## config.mk

```make
export PLATFORM = sky130hd
export DESIGN_NAME = fir_mac_scheduler_flat
export DESIGN_NICKNAME = d
export VERILOG_FILES = /design/src/rtl/fir_mac_scheduler_if.sv /design/src/rtl/fir_mac_scheduler.sv /design/src/flat_wrapper.sv
export SDC_FILE = /design/constraint.sdc
export NUM_CORES = 1
export LEC_CHECK = 0
export BUFFER_PORTS_ARGS = -buffer_cell sky130_fd_sc_hd__buf_2
export CORE_AREA = 2 2 111 113
export CTS_CLUSTER_SIZE = 24
export DETAILED_ROUTE_END_ITERATION = 7
export DIE_AREA = 0 0 113 115
export GPL_TIMING_DRIVEN = 0
export PLACE_DENSITY_LB_ADDON = 0.25
export SLEW_MARGIN = 0
export SYNTH_ARGS = -nofsm -noshare
export SYNTH_HDL_FRONTEND = slang
export SYNTH_SLANG_ARGS = --single-unit
```

## constraint.sdc

```tcl
create_clock -name clk -period 6.5 [get_ports clk]
set_input_delay 0.65 -clock clk [delete_from_list [all_inputs] [get_ports clk]]
set_output_delay 0.65 -clock clk [all_outputs]
set_load 0.01 [all_outputs]
```

## src/rtl/fir_mac_scheduler_if.sv

```systemverilog
// Stream and config bundle for the time-multiplexed FIR controller.
// The master is the sample source / coefficient writer / result sink. The slave is the filter.
interface fir_mac_scheduler_if #(
   parameter int unsigned AW = 2,
   parameter int unsigned DW = 8,
   parameter int unsigned CW = 8,
   parameter int unsigned OW = 18
);

   // Input sample stream
   logic          in_valid;
   logic          in_ready;
   logic [DW-1:0] in_data;

   // Output result stream
   logic          out_valid;
   logic          out_ready;
   logic [OW-1:0] out_data;

   // Coefficient write port
   logic          cfg_we;
   logic [AW-1:0] cfg_addr;
   logic [CW-1:0] cfg_data;
   logic          cfg_ready;

   modport master (
      output in_valid,
      output in_data,
      input  in_ready,
      input  out_valid,
      input  out_data,
      output out_ready,
      output cfg_we,
      output cfg_addr,
      output cfg_data,
      input  cfg_ready
   );

   modport slave (
      input  in_valid,
      input  in_data,
      output in_ready,
      output out_valid,
      output out_data,
      input  out_ready,
      input  cfg_we,
      input  cfg_addr,
      input  cfg_data,
      output cfg_ready
   );

endinterface

```

## src/rtl/fir_mac_scheduler.sv

```systemverilog
// Time-multiplexed FIR controller: one shared MAC swept over N taps per accepted sample.
// Owns the sample delay line and the coefficient file. Results leave on a valid/ready stream
// and are held until taken.
module fir_mac_scheduler #(
   parameter int unsigned N  = 4,
   parameter int unsigned AW = 2,
   parameter int unsigned DW = 8,
   parameter int unsigned CW = 8,
   parameter int unsigned OW = 18
) (
   input  logic                  clk,
   input  logic                  reset,
   fir_mac_scheduler_if.slave    bus,
   output logic                  busy
);

   localparam int unsigned PW = DW + CW;
   localparam logic [AW-1:0] LastTap = AW'(N - 1);
   localparam logic [AW:0]   NumTaps = (AW + 1)'(N);

   typedef enum logic [1:0] {
      StIdle,
      StMac,
      StOut
   } state_e;

   state_e        state_q;
   logic [DW-1:0] x_q     [N];
   logic [CW-1:0] coeff_q [N];
   logic [OW-1:0] acc_q;
   logic [AW-1:0] tap_q;
   logic          out_valid_q;
   logic [OW-1:0] out_data_q;

   logic [PW-1:0] prod;
   logic [OW-1:0] sum;
   logic          idle;
   logic          cfg_take;

   // Current tap product and running sum; the sum wraps modulo 2**OW.
   always_comb begin
      prod = PW'(x_q[tap_q]) * PW'(coeff_q[tap_q]);
      sum  = acc_q + OW'(prod);
   end

   // Handshake readiness depends only on registered state.
   always_comb begin
      idle     = (state_q == StIdle);
      // Out-of-range addresses are silently dropped.
      cfg_take = bus.cfg_we && idle && ({1'b0, bus.cfg_addr} < NumTaps);
   end

   // Sequencer, delay line and coefficient file.
   always_ff @(posedge clk) begin
      if (!reset) begin
         state_q     <= StIdle;
         acc_q       <= '0;
         tap_q       <= '0;
         out_valid_q <= 1'b0;
         out_data_q  <= '0;
         for (int unsigned k = 0; k < N; k++) begin
            x_q[k]     <= '0;
            coeff_q[k] <= CW'(k + 1);
         end
      end else begin
         // A write landing on the accept edge is seen by that sample's MAC sweep.
         if (cfg_take) begin
            coeff_q[bus.cfg_addr] <= bus.cfg_data;
         end

         unique case (state_q)
            StIdle: begin
               if (bus.in_valid) begin
                  for (int unsigned k = N - 1; k > 0; k--) begin
                     x_q[k] <= x_q[k-1];
                  end
                  x_q[0]  <= bus.in_data;
                  acc_q   <= '0;
                  tap_q   <= '0;
                  state_q <= StMac;
               end
            end
            StMac: begin
               acc_q <= sum;
               tap_q <= tap_q + AW'(1);
               if (tap_q == LastTap) begin
                  out_data_q  <= sum;
                  out_valid_q <= 1'b1;
                  tap_q       <= '0;
                  state_q     <= StOut;
               end
            end
            StOut: begin
               if (bus.out_ready) begin
                  out_valid_q <= 1'b0;
                  state_q     <= StIdle;
               end
            end
            default: begin
               state_q <= StIdle;
            end
         endcase
      end
   end

   assign bus.in_ready  = idle;
   assign bus.cfg_ready = idle;
   assign busy          = !idle;
   assign bus.out_valid = out_valid_q;
   assign bus.out_data  = out_data_q;

   // The result flag is only ever raised together with the OUT state.
   a_valid_matches_state: assert property (@(posedge clk) out_valid_q == (state_q == StOut));

endmodule

```

## src/flat_wrapper.sv

```systemverilog
// flat-port wrapper written by rule: the top's interface ports become plain ports
module fir_mac_scheduler_flat 
#(
   parameter int unsigned N  = 4,
   parameter int unsigned AW = 2,
   parameter int unsigned DW = 8,
   parameter int unsigned CW = 8,
   parameter int unsigned OW = 18
)
  (clk, reset, busy, bus_in_valid, bus_in_data, bus_in_ready, bus_out_valid, bus_out_data, bus_out_ready, bus_cfg_we, bus_cfg_addr, bus_cfg_data, bus_cfg_ready);
  fir_mac_scheduler_if #(.AW(AW), .DW(DW), .CW(CW), .OW(OW)) bus_i ();
  input  logic clk;
  input  logic reset;
  output logic busy;
  input wire logic [$bits(bus_i.in_valid)-1:0] bus_in_valid;
  input wire logic [$bits(bus_i.in_data)-1:0] bus_in_data;
  output wire logic [$bits(bus_i.in_ready)-1:0] bus_in_ready;
  output wire logic [$bits(bus_i.out_valid)-1:0] bus_out_valid;
  output wire logic [$bits(bus_i.out_data)-1:0] bus_out_data;
  input wire logic [$bits(bus_i.out_ready)-1:0] bus_out_ready;
  input wire logic [$bits(bus_i.cfg_we)-1:0] bus_cfg_we;
  input wire logic [$bits(bus_i.cfg_addr)-1:0] bus_cfg_addr;
  input wire logic [$bits(bus_i.cfg_data)-1:0] bus_cfg_data;
  output wire logic [$bits(bus_i.cfg_ready)-1:0] bus_cfg_ready;
  assign bus_i.in_valid = bus_in_valid;
  assign bus_i.in_data = bus_in_data;
  assign bus_in_ready = bus_i.in_ready;
  assign bus_out_valid = bus_i.out_valid;
  assign bus_out_data = bus_i.out_data;
  assign bus_i.out_ready = bus_out_ready;
  assign bus_i.cfg_we = bus_cfg_we;
  assign bus_i.cfg_addr = bus_cfg_addr;
  assign bus_i.cfg_data = bus_cfg_data;
  assign bus_cfg_ready = bus_i.cfg_ready;
  fir_mac_scheduler #(.N(N), .AW(AW), .DW(DW), .CW(CW), .OW(OW)) u_core (.clk(clk), .reset(reset), .bus(bus_i), .busy(busy));
endmodule
```

# After elaboration in Yosys (flattened, before gate mapping)
# Memories as Yosys holds them, arrays and structs flattened. A register that Yosys moved wholly into a read port is not among the register bits.
# Cells that the tools add are included.
[totals]
input_bits = 23
register_bits = 41
ram_bits = 64
elab_cells = 61
memories = 2
[memory_table]
columns = ["memory", "depth", "word_bits", "rd", "rd_clocked_by_memory_dff", "write_ports", "line_no", "text"]
rows = [
  ["u_core.coeff_q", 4, 8, 1, 1, 4, "fir_mac_scheduler.sv:29", "logic [CW-1:0] coeff_q [N];"],
  ["u_core.x_q", 4, 8, 4, 1, 4, "fir_mac_scheduler.sv:28", "logic [DW-1:0] x_q [N];"],
]
[op_classes]
n_mul = 1
muxes = 31
bitwise_logic = 4
n_eq_ne = 6
addsub = 2
reduce_logical = 10
[op_table]
columns = ["cell", "count"]
rows = [
  ["8-bit 2-to-1 mux", 5],
  ["18-bit one-hot mux with 2 select lines", 1],
  ["2-bit 2-to-1 mux", 10],
  ["18-bit by 16-bit adder with 18-bit output", 1],
  ["18-bit 2-to-1 mux", 1],
  ["8-bit by 8-bit multiplier with 16-bit output", 1],
  ["1-bit 2-to-1 mux", 11],
  ["8-bit OR reduction", 1],
  ["2-bit one-hot mux with 3 select lines", 1],
  ["3-bit AND reduction", 2],
  ["2-bit == test (second input constant)", 2],
  ["2-bit inequality test (second input constant)", 2],
  ["1-bit bitwise OR", 4],
  ["2-bit one-hot mux with 2 select lines", 1],
  ["2-bit AND reduction", 2],
  ["2-bit nonzero test", 2],
  ["2-bit by 1-bit adder with 2-bit output (second input constant)", 1],
  ["2-bit by 1-bit == test with 1-bit output (second input constant)", 1],
  ["2-bit zero test", 1],
  ["2-bit by 1-bit inequality test with 1-bit output (second input constant)", 1],
  ["1-bit one-hot mux with 2 select lines", 1],
  ["1-bit logical AND", 1],
  ["1-bit zero test", 1],
]

# Logic depth before layout (Yosys ltp)
# Gate-level depths: netlist of the first run.
[depth]
ltp_word = 7
ltp_mapped = 20

# Worst setup path before layout of the first run
# Ideal clock, no wire load.
[synth_timing]
kind = "register -> register"
from = "reg with a tool-made name"
to = "reg u_core.acc_q[17]"
stages_incl_launch_ff = 19
synth_period_minus_slack_ps = 5767
setup_time_ps = 114
arrival_ps = 5653
slack_ps = 733
cell_sequence = "dfxtp_1 clkbuf_1 buf_2 mux4_2 and2_1 fa_1 fa_1 fa_1 inv_1 fa_1 inv_1 ha_1 buf_6 a21o_1 a311o_1 and2_4 or3_4 a41o_1 a21o_1"
[synth_lines]
columns = ["element", "line_no", "text"]
rows = [
  ["end signal, assigned", "fir_mac_scheduler.sv:84", "acc_q <= sum;"],
  ["end, declared", "fir_mac_scheduler.sv:30", "logic [OW-1:0] acc_q;"],
]

==> results of run 1 <==
metrics by stage:
stage	power (mW)	instance area, um2	setup WS, ns	instances	utilization
after CTS	2.33	7890	0.150	875	0.668
after floorplan	1.52	7160	0.733	669	-
after detailed placement	1.73	7560	0.159	860	0.640
final	2.32	7880	0.293	874	0.667
after global placement	1.69	7560	0.186	860	0.640
after global routing	2.48	7880	0.0249	874	0.667
cells by family (layout without fill, tap and decap cells):
family	count (synthesis)	count (layout)
flip-flops	107	107
AO/OA/AOI/OAI	92	92
AND/OR/NAND/NOR	235	235
XOR/XNOR	4	4
buffers and inverters	122	180
multiplexers	18	18
adder cells (fa/ha/maj)	91	91
cells in the mapped netlist, drive strengths merged (2+ instances only):
cell type	count
a22oi	10
dfxtp	43
a31o	2
mux4	16
mux2i	2
o31ai	6
inv	98
nor2	10
fa	50
a21boi	15
nand3	15
edfxtp	64
xor2	2
nand2b	10
nor2b	14
a31oi	3
or2	4
a311o	2
nand2	58
clkbuf	20
ha	41
nor3b	6
o21ai	10
and2	101
a21o	9
a21oi	11
nand4	3
o21bai	3
nor3	2
a211o	4
a32o	3
xnor2	2
and3	7
or3	3
o211ai	4
buf	4
timing repair:
item	CTS	global route
setup buffers	0	0
hold buffers	0	0
endpoints found under the setup margin	0	10
hold endpoints to repair	0	0
final cells by class:
| type | instances | area (um2) |
|---|---|---|
| plain buffers | 23 | 100 |
| clock buffers | 9 | 225 |
| clock inverters | 6 | 96.3 |
| fillers | 901 | 3930 |
| inverters | 98 | 368 |
| multi-input cells | 440 | 3910 |
| flip-flops and latches | 107 | 2780 |
| well taps | 147 | 184 |
| repair buffers | 44 | 220 |
per-layer routing:
metal / wire length [um] / vias to the layer above
li1: - / 2356
met5: 0 / -
met2: 7540 / 180
met4: 470 / 0
met3: 906 / 26
met1: 6130 / 2532
registers in the layout, indices dropped and copies added, names as in the netlist, named ones only:
register and flops:
u_core.tap_q 2, u_core.x_q 32, u_core.state_q 2, u_core.bus.out_data 18, u_core.coeff_q 32, u_core.bus.out_valid 1, u_core.acc_q 18
critical path, stage by stage (launching register included):
cell      delay, ns
dfxtp_1        0.34
clkbuf_1       0.38
clkbuf_1       0.56
mux4_2         0.54
and2_1         0.23
fa_1           0.55
fa_1           0.44
fa_1           0.49
inv_1          0.06
fa_1           0.52
inv_1          0.04
ha_1           0.27
clkbuf_1       0.19
a21oi_1        0.18
o21ai_1        0.11
a31oi_1        0.37
o211ai_1       0.29
and3_1         0.23
a311o_1        0.31
power breakdown:
group,switching (mW),total [mW],leakage (nW),internal (mW)
registers,0.0267,0.797,1.01,0.770
logic,0.550,0.918,2.37,0.368
clock network,0.262,0.603,0.154,0.340
total,0.839,2.32,3.54,1.48
worst paths after layout:
path / startpoint / to / slack (ns)
worst max-delay path: register / u_core.bus.out_data[14] / 0.29
worst min-delay path: u_core.bus.out_data[3] / u_core.bus.out_data[3] / 0.47
worst max register to register: register / u_core.bus.out_data[14] / 0.29
worst min register to register: u_core.bus.out_data[3] / u_core.bus.out_data[3] / 0.47
==> reports/metrics.json, run 1 <==
{
  "run": {
    "max_cap_violations": 0
  },
  "grt": {
    "grt-ovfl-total": 0,
    "globalRouteTotalUtil": 0.246,
    "grt_first_pass_wirelength_um": 24700,
    "grt_start_max_net_pins": 33,
    "gr-usage-met2": 0.408,
    "busiest_layer": "met2",
    "use_met1": 0.323,
    "groute.layer.met3.usage": 0.0316,
    "grt_antenna_before_repair": 0,
    "first_global_vias": 5137
  },
  "power_and_ir_drop": {
    "cellLeakagePower_nw": 3.54,
    "cellPowerDensity_nw_per_um2": 294,
    "power.ir.vdd_worst_v": 0.000178
  },
  "synthesis": {
    "yosys.area.top_type_share": 0.268,
    "synth-compound-area-share": 0.0940,
    "number_of_enable_flip_flop_cells_after_synthesis": 64,
    "synth-seq-cells": 107,
    "synthesis.instances": 669,
    "synth_top_family_by_area": "adder cells",
    "synth.net_count": 783,
    "synthDistinctLibCells": 59,
    "synth_top_area_cell": "edfxtp_1",
    "async_reset_ff_frac": 0,
    "synth_xor_xnor_area_share": 0.00489,
    "synth_adder_area_share": 0.211,
    "leading_post_synthesis_cells_by_cell_area": "edfxtp_1 (27%), fa_1 (14%), dfxtp_1 (12%)",
    "synthSimpleGateAreaFrac": 0.182,
    "postSynthAreaPerCell_um2": 10.7,
    "most_used_flip_flop_cell_after_synthesis": "edfxtp_1",
    "synthesis.yosys.warnings": 0,
    "seq_area_frac_synth": 0.389,
    "synth_area_um2": 7160,
    "yosys-mux-area-fraction": 0.0531
  },
  "timing": {
    "finalCriticalPeriod_ns": 6.21,
    "finalSetupTns_ns": 0,
    "hold_violations": 0,
    "hold_ws_ns": 0.465,
    "worst_pin_slew_ns": 1.26,
    "timing.fmax_mhz": 161,
    "timing.final.max_slew_violations": 0,
    "grt_setup_unrepaired": "false",
    "period_share": 0.955,
    "worst_slew_margin_rel": 0.160,
    "timing.final.setup_violations": 0,
    "finalClockSkew_ns": 0.00928
  },
  "routing": {
    "wl_per_cell_um": 17.2,
    "route.final.wire_length_um": 15100,
    "num_vias": 5094,
    "ant_nets": 0,
    "first_iter_violations": 330,
    "drt-vias-per-instance": 5.83,
    "drc": 2,
    "detailedRoute.firstPassIterationCount": 7
  },
  "floorplan": {
    "ios": 45,
    "fp-row-count": 40,
    "floorplan.initialDensity": 0.606,
    "core_region_area_um2": 11800,
    "die_width_um": 113,
    "die_h_um": 115,
    "die_area_um2": 13000
  },
  "clock_tree": {
    "clk-insertion-delay-late_ns": 0.36,
    "post_cts_resize_count": 0,
    "clock_tree_from_tritoncts": "built",
    "cts_max_level": 3,
    "clockRootBuffer": "clkbuf_16",
    "cts_buffers": 9,
    "cts.sinks": 107,
    "clock_path_buffers": 2,
    "clkSlewWorstSetupHoldPaths_ns": 0.07
  },
  "critical_path": {
    "worst-path-max-fanout": 10,
    "worstRegToRegCells": 18,
    "worst-setup-path-type": "reg2reg",
    "start_kind": "register",
    "cp_data_required_time_ns": 6.75,
    "crit_end_category": "register",
    "critPathArrivalTime_ns": 6.45
  },
  "finish": {
    "antenna_cells": 0,
    "finalNetCount": 837,
    "final_common_cell": "and2_1",
    "layout-drive-gt1-share": 0.125,
    "final_cell_mix": "and2_1 (99), inv_1 (98), edfxtp_1 (64), nand2_1 (58), fa_1 (50)",
    "area_growth_pct": 10.1
  },
  "status": {
    "status": "finished with violations",
    "violations": "design-rule violations"
  },
  "worst_hold_path": {
    "min-delay-path-class": "reg2reg",
    "holdPathStages": 2
  },
  "placed_design": {
    "dp_hpwl_um": 11400,
    "portBuffers": 44,
    "gp_congestion": 0.879
  }
}
(Power assumes the default switching activity.)
==> run 2: changes to the inputs <==
--- a/config.mk
+++ b/config.mk
@@ -6,10 +6,11 @@
 export NUM_CORES = 1
 export LEC_CHECK = 0
 export BUFFER_PORTS_ARGS = -buffer_cell sky130_fd_sc_hd__buf_2
-export CORE_AREA = 2 2 111 113
+export CORE_AREA = 2 2 109 111
+export CTS_BUF_LIST = sky130_fd_sc_hd__clkbuf_8
 export CTS_CLUSTER_SIZE = 24
 export DETAILED_ROUTE_END_ITERATION = 7
-export DIE_AREA = 0 0 113 115
+export DIE_AREA = 0 0 111 113
 export GPL_TIMING_DRIVEN = 0
 export PLACE_DENSITY_LB_ADDON = 0.25
 export SLEW_MARGIN = 0
==> run 2 against run 1 <==
The run now ends clean. Flip-flop and latch count did not move. Critical path depth stayed put. Routed wire length decreased by 0.98%. Sequential power about the same. Fmax grew 1.4%. Setup slack improved by 0.083 ns. Register-to-register slack improved by 0.08 ns. Critical path type unchanged. Largest cell class unchanged. Highest routed layer unchanged.
==> reports/metrics.json, run 2 (synthesis results as in run 1) <==
{
  "status": {
    "status": "finished, final reports clean"
  },
  "clock_tree": {
    "cts_buffers": 9,
    "cts.sinks": 107,
    "cts_hold_repair.buffers": 0,
    "clkSlewWorstSetupHoldPaths_ns": 0.10,
    "post_cts_setup_inserts": 0,
    "clk-insertion-delay-late_ns": 0.40,
    "cts_max_level": 3,
    "clock_tree_from_tritoncts": "built",
    "clock_path_buffers": 2,
    "clockRootBuffer": "clkbuf_8"
  },
  "power_and_ir_drop": {
    "power.share.clock": 0.199,
    "sw_frac_of_total": 0.386,
    "cell_internal_pwr_mw": 1.32,
    "power_frac_seq": 0.372,
    "share_comb_of_total_power": 0.429,
    "cellPowerDensity_nw_per_um2": 277,
    "power.ir.vdd_worst_v": 0.000182,
    "power.total_mw": 2.15,
    "cellLeakagePower_nw": 3.49,
    "switchingPower_mw": 0.830
  },
  "timing": {
    "hold_violations": 0,
    "timing.fmax_mhz": 163,
    "final_critical_path_setup_slack_ns": 0.376,
    "finalSetupTns_ns": 0,
    "worst_pin_slew_ns": 1.29,
    "finalClockSkew_ns": 0.0135,
    "timing.final.max_slew_violations": 0,
    "period_share": 0.942,
    "finalCriticalPeriod_ns": 6.12,
    "worst_slew_margin_rel": 0.141,
    "grt_setup_unrepaired": "false",
    "timing.final.setup_violations": 0
  },
  "grt": {
    "globalRouteTotalUtil": 0.250,
    "first_global_vias": 4865,
    "grt_first_pass_wirelength_um": 24300,
    "grt-ovfl-total": 0,
    "grt_antenna_before_repair": 0,
    "grt_start_max_net_pins": 33
  },
  "critical_path": {
    "worst-setup-path-type": "reg2reg",
    "start_kind": "register",
    "worst-path-max-fanout": 10,
    "r2r-end": "u_core.acc_q[17]",
    "cp_data_required_time_ns": 6.79,
    "r2r_slack_ns": 0.38,
    "crit_end_category": "register",
    "worstRegToRegCells": 18,
    "critPathArrivalTime_ns": 6.42
  },
  "finish": {
    "top_regs": "u_core.coeff_q x32, u_core.x_q x32",
    "finalNetCount": 837,
    "summed_area_of_non_filler_cells_in_the_final_layout_um2": 7760,
    "final_cell_mix": "and2_1 (99), inv_1 (99), edfxtp_1 (64), nand2_1 (58), fa_1 (50)",
    "area_growth_pct": 8.34,
    "fill_cells": 876,
    "antenna_cells": 0,
    "layout-drive-gt1-share": 0.128
  },
  "worst_hold_path": {
    "holdPathStages": 2,
    "hold-path-endpoint": "u_core.bus.out_data[6]",
    "min-delay-path-class": "reg2reg",
    "hold_path_startpoint": "u_core.bus.out_data[6]"
  },
  "floorplan": {
    "die_h_um": 113,
    "core_region_area_um2": 11300,
    "die_area_um2": 12500,
    "die_width_um": 111,
    "fp-row-count": 39,
    "floorplan.initialDensity": 0.635,
    "ios": 45
  },
  "routing": {
    "route.final.wire_length_um": 14900,
    "num_vias": 5003,
    "drt-vias-per-instance": 5.74,
    "detailedRoute.firstPassIterationCount": 5,
    "first_iter_violations": 298,
    "drc": 0,
    "ant_nets": 0,
    "wl_per_cell_um": 17.1
  },
  "placed_design": {
    "portBuffers": 44,
    "dp_hpwl_um": 11600,
    "gp_congestion": 0.902,
    "placed_cell_area_um2": 7560,
    "pre_cts_ws_ns": 0.0382
  },
  "run": {
    "max_cap_violations": 0
  }
}
[run 2: changes by cell type in the layout (fill, tap and decap cells not counted)]
cell	previous run	this run
bufinv_16	2	1
clkbuf_1	18	17
clkbuf_16	9	0
clkbuf_2	1	2
clkbuf_8	0	9
clkinv_2	0	1
clkinv_4	1	0
dfxtp_1	43	42
dfxtp_2	0	1
inv_1	98	99
inv_6	1	2
[run 2: worst max-delay path by stage]
stage | startpoint | endpoint | slack, ns
finish | register | u_core.acc_q[17] | 0.38
floorplan | register | u_core.acc_q[17] | 0.73
CTS | register | u_core.acc_q[17] | 0.01
detailed placement | register | u_core.acc_q[17] | 0.04
global placement | register | u_core.acc_q[17] | 0.15
global route | register | u_core.acc_q[17] | 0.12
[run 2: stage by stage]
stage,hold slack [ns],instances,utilization
finish,0.466,871,0.688
global route,0.495,871,0.688
CTS,0.470,872,0.688
detailed placement,0.457,856,0.671
global placement,0.447,856,0.671
floorplan,0.425,669,-
[run 2: power by group through the flow]
| stage | Combinational, mW | Sequential, mW | Clock, mW |
|---|---|---|---|
| finish | 0.923 | 0.798 | 0.427 |
| global route | 1.05 | 0.804 | 0.452 |
| CTS | 0.926 | 0.797 | 0.433 |
| detailed placement | 0.923 | 0.812 | 0 |
| global placement | 0.890 | 0.809 | 0 |
| floorplan | 0.723 | 0.800 | 0 |
[run 2: layer usage]
layer	up-vias	track usage	routed length [um]	share of wire
met5	-	0	0	0
met4	0	0.0792	261	0.018
met3	20	0.0348	760	0.051
met2	148	0.420	7380	0.50
met1	2482	0.344	6500	0.44
li1	2353	-	-	-
[run 2: final cells by class]
| cell class | count | area, um2 | area share |
|---|---|---|---|
| buffer | 23 | 101 | 0.0131 |
| clock buffer | 9 | 124 | 0.0160 |
| clock inverter | 7 | 75.1 | 0.00968 |
| inverter | 98 | 368 | 0.0474 |
| multi-input combinational | 440 | 3910 | 0.503 |
| sequential | 107 | 2780 | 0.359 |
| tap | 143 | 179 | 0.0231 |
| timing repair buffer | 44 | 220 | 0.0284 |
[run 2: critical path, stage by stage (launching register included)]
cell,delay [ns]
dfxtp_1,0.37
clkbuf_1,0.46
clkbuf_2,0.40
mux4_2,0.48
and2_1,0.23
fa_1,0.56
fa_1,0.43
fa_1,0.49
inv_1,0.06
fa_1,0.52
inv_1,0.04
ha_1,0.26
clkbuf_1,0.28
nand4_1,0.25
or2_2,0.35
a21oi_1,0.23
o21bai_1,0.16
a41o_1,0.26
a21o_1,0.17
[run 2: what timing repair did]
action	in CTS	in global routing
endpoints found under the hold margin	0	0
setup endpoints to repair	0	12
resized for setup	0	3
==> run 3: changes to the inputs <==
--- a/config.mk
+++ b/config.mk
@@ -6,11 +6,11 @@
 export NUM_CORES = 1
 export LEC_CHECK = 0
 export BUFFER_PORTS_ARGS = -buffer_cell sky130_fd_sc_hd__buf_2
-export CORE_AREA = 2 2 109 111
+export CORE_AREA = 2 2 153 80
 export CTS_BUF_LIST = sky130_fd_sc_hd__clkbuf_8
 export CTS_CLUSTER_SIZE = 24
 export DETAILED_ROUTE_END_ITERATION = 7
-export DIE_AREA = 0 0 111 113
+export DIE_AREA = 0 0 155 82
 export GPL_TIMING_DRIVEN = 0
 export PLACE_DENSITY_LB_ADDON = 0.25
 export SLEW_MARGIN = 0
==> run 3 against run 2 <==
Register-to-register slack worse by 0.098 ns. Utilization is 0.85 points lower. Count of clock-buffer cells in the layout stayed put. Critical endpoint is now u_core.bus.out_data[14].
==> reports/metrics.json, run 3 (synthesis results as in run 1) <==
{
  "grt": {
    "grt_start_max_net_pins": 33,
    "grt-ovfl-total": 0,
    "globalRouteTotalUtil": 0.283,
    "first_global_vias": 5303,
    "grt_antenna_before_repair": 0,
    "grt_first_pass_wirelength_um": 27000
  },
  "finish": {
    "utilization": 0.680,
    "antenna_cells": 0,
    "finalNetCount": 838,
    "final_cell_mix": "and2_1 (99), inv_1 (98), edfxtp_1 (64), nand2_1 (58), fa_1 (50)",
    "final_common_cell": "and2_1",
    "layout-drive-gt1-share": 0.130,
    "top_regs": "u_core.coeff_q x32, u_core.x_q x32",
    "final_cells": 879,
    "area_growth_pct": 8.74
  },
  "timing": {
    "hold_violations": 0,
    "worst_slew_margin_rel": 0.301,
    "timing.final.setup_violations": 0,
    "period_share": 0.957,
    "grt_setup_unrepaired": "false",
    "final_critical_path_setup_slack_ns": 0.277,
    "timing.fmax_mhz": 161,
    "timing.final.max_slew_violations": 0,
    "finalClockSkew_ns": 0.00855,
    "worst_pin_slew_ns": 1.05,
    "finalSetupTns_ns": 0,
    "finalCriticalPeriod_ns": 6.22,
    "hold_ws_ns": 0.468
  },
  "placed_design": {
    "gp_congestion": 0.919,
    "pre_cts_ws_ns": 0.0433,
    "portBuffers": 44,
    "dp_hpwl_um": 12800,
    "placed_cells": 863
  },
  "routing": {
    "wl_met2_um": 6960,
    "route.final.wire_length_um": 16500,
    "route.top_layer_used": "met4",
    "wl_met3_um": 1590,
    "num_vias": 5197,
    "detailedRoute.firstPassIterationCount": 5,
    "drc": 0,
    "first_iter_violations": 437,
    "met1_length_um": 7710,
    "drt-vias-per-instance": 5.91,
    "wl_per_cell_um": 18.8,
    "ant_nets": 0
  },
  "clock_tree": {
    "clockRootBuffer": "clkbuf_8",
    "clock_tree_from_tritoncts": "built",
    "cts_buffers": 9,
    "cts.sinks": 107,
    "cts_max_level": 3,
    "post_cts_setup_inserts": 0,
    "clock_path_buffers": 2,
    "clkSlewWorstSetupHoldPaths_ns": 0.12,
    "clk-insertion-delay-late_ns": 0.38
  },
  "power_and_ir_drop": {
    "cellPowerDensity_nw_per_um2": 282,
    "power.ir.vdd_worst_v": 0.000200,
    "cellLeakagePower_nw": 3.50
  },
  "floorplan": {
    "die_width_um": 155,
    "fp-row-count": 28,
    "die_h_um": 82,
    "ios": 45,
    "core_region_area_um2": 11500,
    "die_area_um2": 12700,
    "floorplan.initialDensity": 0.625
  },
  "critical_path": {
    "worst-path-max-fanout": 10,
    "worst-setup-path-type": "reg2reg",
    "crit_end_category": "register",
    "critPathArrivalTime_ns": 6.50,
    "start_kind": "register",
    "cp_data_required_time_ns": 6.78
  },
  "status": {
    "status": "finished, final reports clean"
  },
  "worst_hold_path": {
    "hold_path_startpoint": "u_core.bus.out_data[8]",
    "min-delay-path-class": "reg2reg"
  },
  "run": {
    "max_cap_violations": 0
  }
}
## run 3: changes by cell type in the layout (fill, tap and decap cells not counted), sizes merged
cell / delta
clkinv: +2
buf: +1
bufinv: -1
inv: -1
## run 3: metrics by stage
step                      power [mW]  area (um2)
after global placement          1.73        7570
final                           2.19        7780
after floorplan                 1.52        7160
after CTS                       2.18        7750
after global routing            2.36        7780
after detailed placement        1.77        7570
## run 3: final timing paths
path | slack, ns | end | cells after the start
setup / recovery | 0.28 | u_core.bus.out_data[14] | 18
hold / removal | 0.47 | u_core.bus.out_data[8] | 2
setup reg to reg | 0.28 | u_core.bus.out_data[14] | 18
hold reg to reg | 0.47 | u_core.bus.out_data[8] | 2
## run 3: power by group
group,switching (mW),internal [mW],leakage [nW]
combinational,0.601,0.383,2.39
sequential,0.0307,0.770,1.01
clock,0.258,0.149,0.0950
total,0.890,1.30,3.50
## run 3: area by class of cell
type                            instances  area (um2)
Buffer                                 23         101
Clock buffer                            9         124
Clock inverter                          7        67.6
Fill cell                             892        3670
Inverter                               98         368
Multi-Input combinational cell        440        3910
Sequential cell                       107        2780
Tap cell                              150         188
Timing Repair Buffer                   45         248
## run 3: repair_timing
action	in CTS	in global routing
endpoints found under the setup margin	1	6
hold buffers	0	0
resized for setup	0	3
## run 3: critical path, cell delays in order (launching register included)
cell and delay (ns):
dfxtp_1 0.32, clkbuf_1 0.43, clkbuf_2 0.41, mux4_2 0.48, and2_1 0.23, fa_1 0.59
fa_1 0.46, fa_1 0.50, inv_1 0.06, fa_1 0.54, inv_1 0.04, ha_1 0.26
clkbuf_1 0.29, a21oi_1 0.12, o21ai_1 0.24, a31oi_1 0.18, a31oi_1 0.51, a21oi_1 0.15
a311o_1 0.28
## run 3: layer usage
metal	track usage	up-vias
met3	0.0728	29
li1	-	2350
met1	0.407	2587
met4	0.0861	0
met2	0.424	231
met5	0.0198	-
